File: config.mk
export PLATFORM = sky130hd
export DESIGN_NAME = uart_tx_serializer
export DESIGN_NICKNAME = d
export VERILOG_FILES = /design/src/rtl/uart_tx_serializer.sv
export SDC_FILE = /design/constraint.sdc
export NUM_CORES = 1
export LEC_CHECK = 0
export ABC_AREA = 1
export ABC_CLOCK_PERIOD_IN_PS = 2300
export CORE_UTILIZATION = 55
export CTS_BUF_LIST = sky130_fd_sc_hd__clkbuf_16
export DETAILED_ROUTE_END_ITERATION = 12
export PLACE_DENSITY = 0.85
export SETUP_SLACK_MARGIN = 0.4
export SKIP_CTS_REPAIR_TIMING = 1
export SLEW_MARGIN = 20
export SYNTH_ARGS = -nofsm -noshare
export SYNTH_HDL_FRONTEND = slang
export SYNTH_SLANG_ARGS = --single-unit
File: constraint.sdc
create_clock -name clk -period 2.3 [get_ports clk]
set_input_delay 0.345 -clock clk [delete_from_list [all_inputs] [get_ports clk]]
set_output_delay 0.345 -clock clk [all_outputs]
set_load 0.02 [all_outputs]
File: src/rtl/uart_tx_serializer.sv
// uart_tx_serializer: byte FIFO feeding an 8N1, LSB-first UART transmitter.
// Frames run back-to-back while the FIFO holds data.

module uart_tx_serializer #(
    parameter int CLK_DIV    = 521,
    parameter int FIFO_DEPTH = 16,
    parameter int FIFO_AW    = 4
) (
    input  logic             clk,
    input  logic             rst_n,
    input  logic [7:0]       tx_data,
    input  logic             tx_valid,
    output logic             tx_ready,
    input  logic             flush,
    output logic             uart_txd,
    output logic             busy,
    output logic [FIFO_AW:0] fifo_level
);

    typedef enum logic [1:0] {
        S_IDLE,
        S_START,
        S_DATA,
        S_STOP
    } state_t;

    localparam logic [15:0]        BAUD_LAST  = 16'(CLK_DIV - 1);
    localparam logic [FIFO_AW:0]   LEVEL_FULL = (FIFO_AW + 1)'(FIFO_DEPTH);
    localparam logic [FIFO_AW:0]   LEVEL_ONE  = (FIFO_AW + 1)'(1);
    localparam logic [FIFO_AW-1:0] PTR_ONE    = FIFO_AW'(1);

    state_t             state;
    state_t             state_d;
    logic [15:0]        baud_cnt;
    logic [15:0]        baud_d;
    logic [2:0]         bit_cnt;
    logic [2:0]         bit_d;
    logic [7:0]         shift;
    logic [7:0]         shift_d;
    logic               txd_d;
    logic [7:0]         mem [FIFO_DEPTH];
    logic [FIFO_AW-1:0] wr_ptr;
    logic [FIFO_AW-1:0] rd_ptr;
    logic               push;
    logic               pop;
    logic               fifo_empty;
    logic               bit_end;

    assign tx_ready   = (fifo_level != LEVEL_FULL) && !flush;
    assign push       = tx_valid && tx_ready;
    assign fifo_empty = (fifo_level == '0);
    assign bit_end    = (baud_cnt == BAUD_LAST);
    assign busy       = (state != S_IDLE) || !fifo_empty;

    always_comb begin
        state_d = state;
        baud_d  = baud_cnt;
        bit_d   = bit_cnt;
        shift_d = shift;
        pop     = 1'b0;
        unique case (state)
            S_IDLE: begin
                if (!fifo_empty && !flush) begin
                    pop     = 1'b1;
                    shift_d = mem[rd_ptr];
                    baud_d  = '0;
                    state_d = S_START;
                end
            end
            S_START: begin
                if (bit_end) begin
                    baud_d  = '0;
                    bit_d   = '0;
                    state_d = S_DATA;
                end else begin
                    baud_d = baud_cnt + 16'd1;
                end
            end
            S_DATA: begin
                if (bit_end) begin
                    baud_d  = '0;
                    shift_d = {1'b0, shift[7:1]};
                    if (bit_cnt == 3'd7) begin
                        state_d = S_STOP;
                    end else begin
                        bit_d = bit_cnt + 3'd1;
                    end
                end else begin
                    baud_d = baud_cnt + 16'd1;
                end
            end
            S_STOP: begin
                if (bit_end) begin
                    baud_d = '0;
                    // chain straight into the next start bit: no idle gap
                    if (!fifo_empty && !flush) begin
                        pop     = 1'b1;
                        shift_d = mem[rd_ptr];
                        state_d = S_START;
                    end else begin
                        state_d = S_IDLE;
                    end
                end else begin
                    baud_d = baud_cnt + 16'd1;
                end
            end
            default: begin
                state_d = S_IDLE;
            end
        endcase
    end

    always_comb begin
        txd_d = 1'b1;
        unique case (state_d)
            S_START: txd_d = 1'b0;
            S_DATA:  txd_d = shift_d[0];
            default: txd_d = 1'b1;
        endcase
    end

    always_ff @(posedge clk or negedge rst_n) begin
        if (!rst_n) begin
            state    <= S_IDLE;
            baud_cnt <= '0;
            bit_cnt  <= '0;
            shift    <= '0;
            uart_txd <= 1'b1;
        end else begin
            state    <= state_d;
            baud_cnt <= baud_d;
            bit_cnt  <= bit_d;
            shift    <= shift_d;
            uart_txd <= txd_d;
        end
    end

    always_ff @(posedge clk) begin
        if (push) begin
            mem[wr_ptr] <= tx_data;
        end
    end

    always_ff @(posedge clk or negedge rst_n) begin
        if (!rst_n) begin
            wr_ptr     <= '0;
            rd_ptr     <= '0;
            fifo_level <= '0;
        end else if (flush) begin
            wr_ptr     <= '0;
            rd_ptr     <= '0;
            fifo_level <= '0;
        end else begin
            if (push) begin
                wr_ptr <= wr_ptr + PTR_ONE;
            end
            if (pop) begin
                rd_ptr <= rd_ptr + PTR_ONE;
            end
            if (push && !pop) begin
                fifo_level <= fifo_level + LEVEL_ONE;
            end else if (pop && !push) begin
                fifo_level <= fifo_level - LEVEL_ONE;
            end
        end
    end

endmodule
==> results.toml, run 1 <==
[synthesis]
ys_warn_count = 0
async_flop_share = 0.251
yosysTopAreaCell = "edfxtp_1"
synth_common_cells = "nor2_1 (144), nand2_1 (137), edfxtp_1 (128)"
synth_nets = 834
synth_top_area_share = 0.479
yosysSeqAreaShare = 0.613
synth_edf_count = 128
ys_ff_latch = 171
synth_cells = 802
ys_types = 42
yosys.cell_count.top_type = "nor2_1"
ys.flop_type = "edfxtp_1"
syn_avg_cell_area_um2 = 10.0
synth_area_leaders = "edfxtp_1 (48%), dfrtp_1 (13%), nor2_1 (6.7%), nand2_1 (6.4%), o21ai_0 (4.5%)"
synth_area_um2 = 8030

[sta]
report.final.setup_viol = 0
worstMarginPinSlew_ps = 800
hold_viol_final = 15
finalSetupTns_ps = 0
slew_violations = 0
relSlewSlack = 0.467
rsz0062_at_grt = "true"
finClkSkew_ps = 9.75
timing.hold.ws_ps = -11.7
min_period_ps = 2210
post-route-period-util = 0.960
timing.fmax_mhz = 453

[worst_setup_path]
ff2ff_path_depth = 17
reg2reg_from = "baud_cnt[1]"
worstPathMaxFanout = 5
endpoint_kind = "flip-flop"
worstPathRequired_ps = 2620
critPathArrivalTime_ps = 2530
timing.rr.end = "fifo_level[4]"
startpoint_type = "flip-flop"
r2r_slack_ps = 90
crit_type = "flip-flop to flip-flop"

[clock_tree]
cts_tree = "yes"
clkTransAtPathRegs_ps = 80
cts_root_buf = "clkbuf_16"
numCtsBuffers = 17
cts.htree.levels = 4
clock_sinks = 171
clock_latency_ps = 440
max-clock-path-buffers = 2

[layout]
regArea_um2 = 4930
drive_gt1_frac = 0.192
multi_input_area_um2 = 2920
diodes = 0
syn_to_final_growth_pct = 20.5
nFillCells = 896
utilization = 0.689
fin_cells = 1066
fin_nets = 905

[grt]
grt-ovfl-total = 0
grt_pass1_wl_mm = 29.7
antenna_found_initial = 0
grt_pass1_vias = 5890
grt.total_usage = 0.266
grt_max_degree = 43

[drt]
remaining_drc_errors = 0
ant_nets = 0
drt-total-wl_mm = 19.5
drt_iter0_drc = 642
wire_per_inst_um = 18.3
first_pass_iters = 6
routed_via_density = 5.92
num_vias = 6312

[floorplan]
die_w_um = 123
row_count = 43
start_util = 0.572
ioPinCount = 20
core-area_um2 = 14000
die_y_um = 123
dieArea_um2 = 15100

[placed_design]
numPlacedInstances = 1021
portBuffers = 19
dpl.hpwl_mm = 11.8
gp_congestion = 0.892

[pwr]
ir_drop_mv = 0.858
powerDensity_nw_per_um2 = 792
power.total_mw = 7.67
power_leakage_nw = 3.83

[run]
maxCapViolations = 0

[min_path]
hold_class = "input pin to async pin"

[status]
violations = "negative hold slack"
outcome = "complete, but fails checks"
==> worst max-delay path: stages, from the launching register on <==
cell and delay [ps]:
dfrtp_1 410, inv_2 90, ha_4 130, nand2_2 50
inv_2 60, nand2_2 60, nor2_4 140, nand2_4 80
nand2_8 70, nand3_4 90, nand2_8 100, ha_4 210
a21oi_2 110, nand2_1 70, xor2_1 140, xor2_1 150
nand2_1 80, nand2_1 50
==> report_power, final <==
part           switching [mW]  total, mW  internal [mW]
registers              0.0839       3.49           3.41
logic                   0.736       1.21          0.479
clock network            1.39       2.96           1.57
==> logic make-up (layout without fill, tap and decap cells) <==
| kind of cell | Yosys count | in the layout | share of synthesized area |
|---|---|---|---|
| and+or+nand+nor | 385 | 385 | 0.210 |
| DFF | 171 | 171 | 0.613 |
| AOI/OAI and AO/OA | 124 | 124 | 0.0883 |
| buffers and inverters | 92 | 176 | 0.0461 |
| adders and majority gates | 20 | 20 | 0.0321 |
| xor gates and xnor gates | 9 | 9 | 0.00981 |
| muxes | 1 | 1 | 0.00125 |
==> worst max path at each step <==
| stage | start | to | slack, ps |
|---|---|---|---|
| finish | baud_cnt[1] | fifo_level[4] | 90 |
| global route | baud_cnt[1] | fifo_level[4] | -20 |
| CTS | state[1] | busy | -160 |
| detailed placement | flush | fifo_level[4] | -70 |
| global placement | flush | fifo_level[4] | -5 |
| floorplan | baud_cnt[0] | fifo_level[4] | 70 |
==> area by class of cell <==
| cell class | instances | share of cell area |
|---|---|---|
| inverters | 64 | 0.0251 |
| clock buffers | 17 | 0.0440 |
| clock inverters | 15 | 0.0207 |
| flip-flops and latches | 171 | 0.509 |
| multi-input cells | 539 | 0.301 |
| well taps | 180 | 0.0233 |
| repair buffers | 80 | 0.0764 |
==> metal layers <==
metal / GRT usage / vias up / wire, um
li1: - / 2884 / -
met5: 0 / - / 0
met3: 0.0599 / 70 / 1380
met1: 0.327 / 3014 / 7470
met4: 0.117 / 0 / 607
met2: 0.449 / 344 / 10000
==> per-stage QoR <==
stage	setup slack [ps]	area [um2]
6_report	92.5	9680
5_1_grt	-17.1	9680
2_1_floorplan	67.6	8110
3_3_place_gp	-5.36	8820
3_5_place_dp	-73.5	8820
4_1_cts	-165	9440
==> cell usage in the layout, fill, tap and decap left out, drive strengths merged, types with 2 or more instances in the layout <==
cell | Yosys | routed
nand2 | 142 | 142
dlymetal6s2s | 0 | 4
o21ai | 80 | 80
nand4 | 8 | 8
o22ai | 6 | 6
a22o | 3 | 3
buf | 18 | 62
ha | 19 | 19
clkinv | 2 | 8
or2 | 2 | 2
nor2 | 153 | 153
clkbuf | 10 | 17
nand3b | 2 | 2
a22oi | 2 | 2
xnor2 | 3 | 3
o211ai | 22 | 22
nand3 | 72 | 72
clkinvlp | 0 | 2
nor3 | 4 | 4
edfxtp | 128 | 128
a21oi | 8 | 8
clkdlybuf4s50 | 0 | 14
dfrtp | 42 | 42
inv | 62 | 68
xor2 | 6 | 6
==> state kept, by name, summed over array words and instances (netlist names) <==
register	count
bit_cnt	3
shift	8
rd_ptr	4
uart_txd	1
fifo_level	5
wr_ptr	4
state	2
mem	128
baud_cnt	16
(Power assumes the default switching activity.)
==> run 2, diff against run 1 <==
--- a/config.mk
+++ b/config.mk
@@ -10,6 +10,7 @@
 export CORE_UTILIZATION = 55
 export CTS_BUF_LIST = sky130_fd_sc_hd__clkbuf_16
 export DETAILED_ROUTE_END_ITERATION = 12
+export MAX_ROUTING_LAYER = met4
 export PLACE_DENSITY = 0.85
 export SETUP_SLACK_MARGIN = 0.4
 export SKIP_CTS_REPAIR_TIMING = 1
==> run 2 against run 1 <==
The flow still finishes with violations (negative hold slack); via count hardly changed; maximum frequency hardly changed; total power hardly changed; worst hold slack better by 9.3 ps; clock power hardly changed; wire length is 0.38% higher; critical endpoint unchanged.
==> results.toml, run 2 (synthesized netlist as in run 1, its figures left out) <==
[layout]
regMostFlops = "mem"
syn_to_final_growth_pct = 20.5
largestRegisters = "mem: 128 flops, baud_cnt: 16 flops, shift: 8 flops"
drive_gt1_frac = 0.191
regArea_um2 = 4930
fin_nets = 904
diodes = 0
largest_reg_flops = 128
nFillCells = 897
final_common_cell = "nand2_1"
fin_cells = 1065
multi_input_area_um2 = 2930
most-common-layout-cells = "nand2_1 (130), edfxtp_1 (128), nor2_1 (127)"

[sta]
min_period_ps = 2210
timing.hold.ws_ps = -2.43
relSlewSlack = 0.452
slew_violations = 0
post-route-period-util = 0.960
report.final.setup_viol = 0
timing.fmax_mhz = 453
hold_viol_final = 2
finalSetupTns_ps = 0
worstMarginPinSlew_ps = 821
finClkSkew_ps = 9.81
rsz0062_at_grt = "true"

[pwr]
ir_drop_mv = 0.862
power_leakage_nw = 3.83
internal_power_mw = 5.46
power.switching_mw = 2.22
p_seq_frac = 0.455
comb_power_share = 0.158
p_clk_frac = 0.387
p_sw_frac = 0.289
powerDensity_nw_per_um2 = 792

[worst_setup_path]
worstPathRequired_ps = 2620
timing.rr.end = "fifo_level[4]"
crit_type = "flip-flop to flip-flop"
startpoint_type = "flip-flop"
crit_path_max_incr_delay_ps = 420
critical-path-top-delay-family = "adder cells"
crit_buf_inv = 3
endpoint_kind = "flip-flop"
critPathArrivalTime_ps = 2530
crit_slowest_cell = "dfrtp_1"
reg2reg_from = "state[0]"
r2r_slack_ps = 90
path_cells = "inv_1 -> ha_2 -> inv_2 -> buf_12 -> nand2_8 -> nand3_4 -> nand2_8 -> fa_2 -> nand3_1 -> nand2_1 -> xor2_1 -> xor2_1 -> nand2_1 -> nand2_1"
cpMostUsedCell = "nand2_1"
worstPathMaxFanout = 5
ff2ff_path_depth = 14

[grt]
grt_pass1_vias = 5888
grt_max_degree = 43
antenna_found_initial = 0
grt_pass1_wl_mm = 29.6
grt.total_usage = 0.274
grt-ovfl-total = 0

[placed_design]
portBuffers = 19
numPlacedInstances = 1021
gp_congestion = 0.907
dpl.hpwl_mm = 11.8

[clock_tree]
clkTransAtPathRegs_ps = 80
cts_tree = "yes"
clock_latency_ps = 440
clock_sinks = 171
cts_root_buf = "clkbuf_16"
cts.htree.levels = 4
numCtsBuffers = 17
max-clock-path-buffers = 2

[floorplan]
ioPinCount = 20
row_count = 43
core-area_um2 = 14000
start_util = 0.572
dieArea_um2 = 15100
die_w_um = 123
die_y_um = 123

[drt]
drt-total-wl_mm = 19.5
ant_nets = 0
remaining_drc_errors = 0
routed_via_density = 5.92
num_vias = 6308
drt_iter0_drc = 637
wire_per_inst_um = 18.4
first_pass_iters = 7

[status]
outcome = "complete, but fails checks"
violations = "negative hold slack"

[min_path]
hold_class = "input pin to async pin"

[run]
maxCapViolations = 0
## run 2: changes by cell type in the layout (fill, tap and decap cells not counted)
cell	delta
nor2_2	-1
nor2_4	+1
nand3_4	+1
nand3_2	-1
buf_4	-1
## run 2: layout make-up
cell class,instances,area share
tap,180,0.0233
clock inverter,15,0.0207
sequential,171,0.509
timing repair buffer,79,0.0756
inverter,64,0.0251
clock buffer,17,0.0439
multi-input combinational,539,0.302
## run 2: worst max-delay path by stage
stage / from / endpoint / depth (start not counted)
global route: baud_cnt[1] / fifo_level[4] / 17
CTS: state[1] / busy / 5
detailed placement: flush / fifo_level[4] / 13
finish: state[0] / fifo_level[4] / 14
floorplan: baud_cnt[0] / fifo_level[4] / 17
global placement: flush / fifo_level[4] / 13
## run 2: metrics by stage
stage,instance area [um2],hold slack (ps),worst slack (ps),power (mW),utilization
final,9680,-2.43,91.1,7.67,0.689
after detailed placement,8820,482,-73.5,4.59,0.628
after CTS,9440,23.3,-165,7.51,0.672
after global placement,8820,488,-5.36,4.55,0.628
after floorplan,8110,49.4,67.6,4.20,-
after global routing,9680,48.9,-15.5,7.90,0.689
## run 2: layer usage
layer | routed length, um | vias up | global-route usage | part of all wire
li1 | - | 2884 | - | -
met1 | 7510 | 3031 | 0.328 | 0.38
met2 | 10000 | 331 | 0.449 | 0.51
met3 | 1430 | 62 | 0.0534 | 0.073
met4 | 611 | 0 | 0.124 | 0.031
met5 | 0 | - | - | 0
## run 2: power groups by stage
stage	Sequential (mW)	Clock (mW)	Combinational [mW]
final	3.49	2.97	1.21
after global routing	3.50	3.10	1.31
after CTS	3.49	2.96	1.07
after detailed placement	3.55	0	1.04
after global placement	3.55	0	1.00
after floorplan	3.57	0	0.630
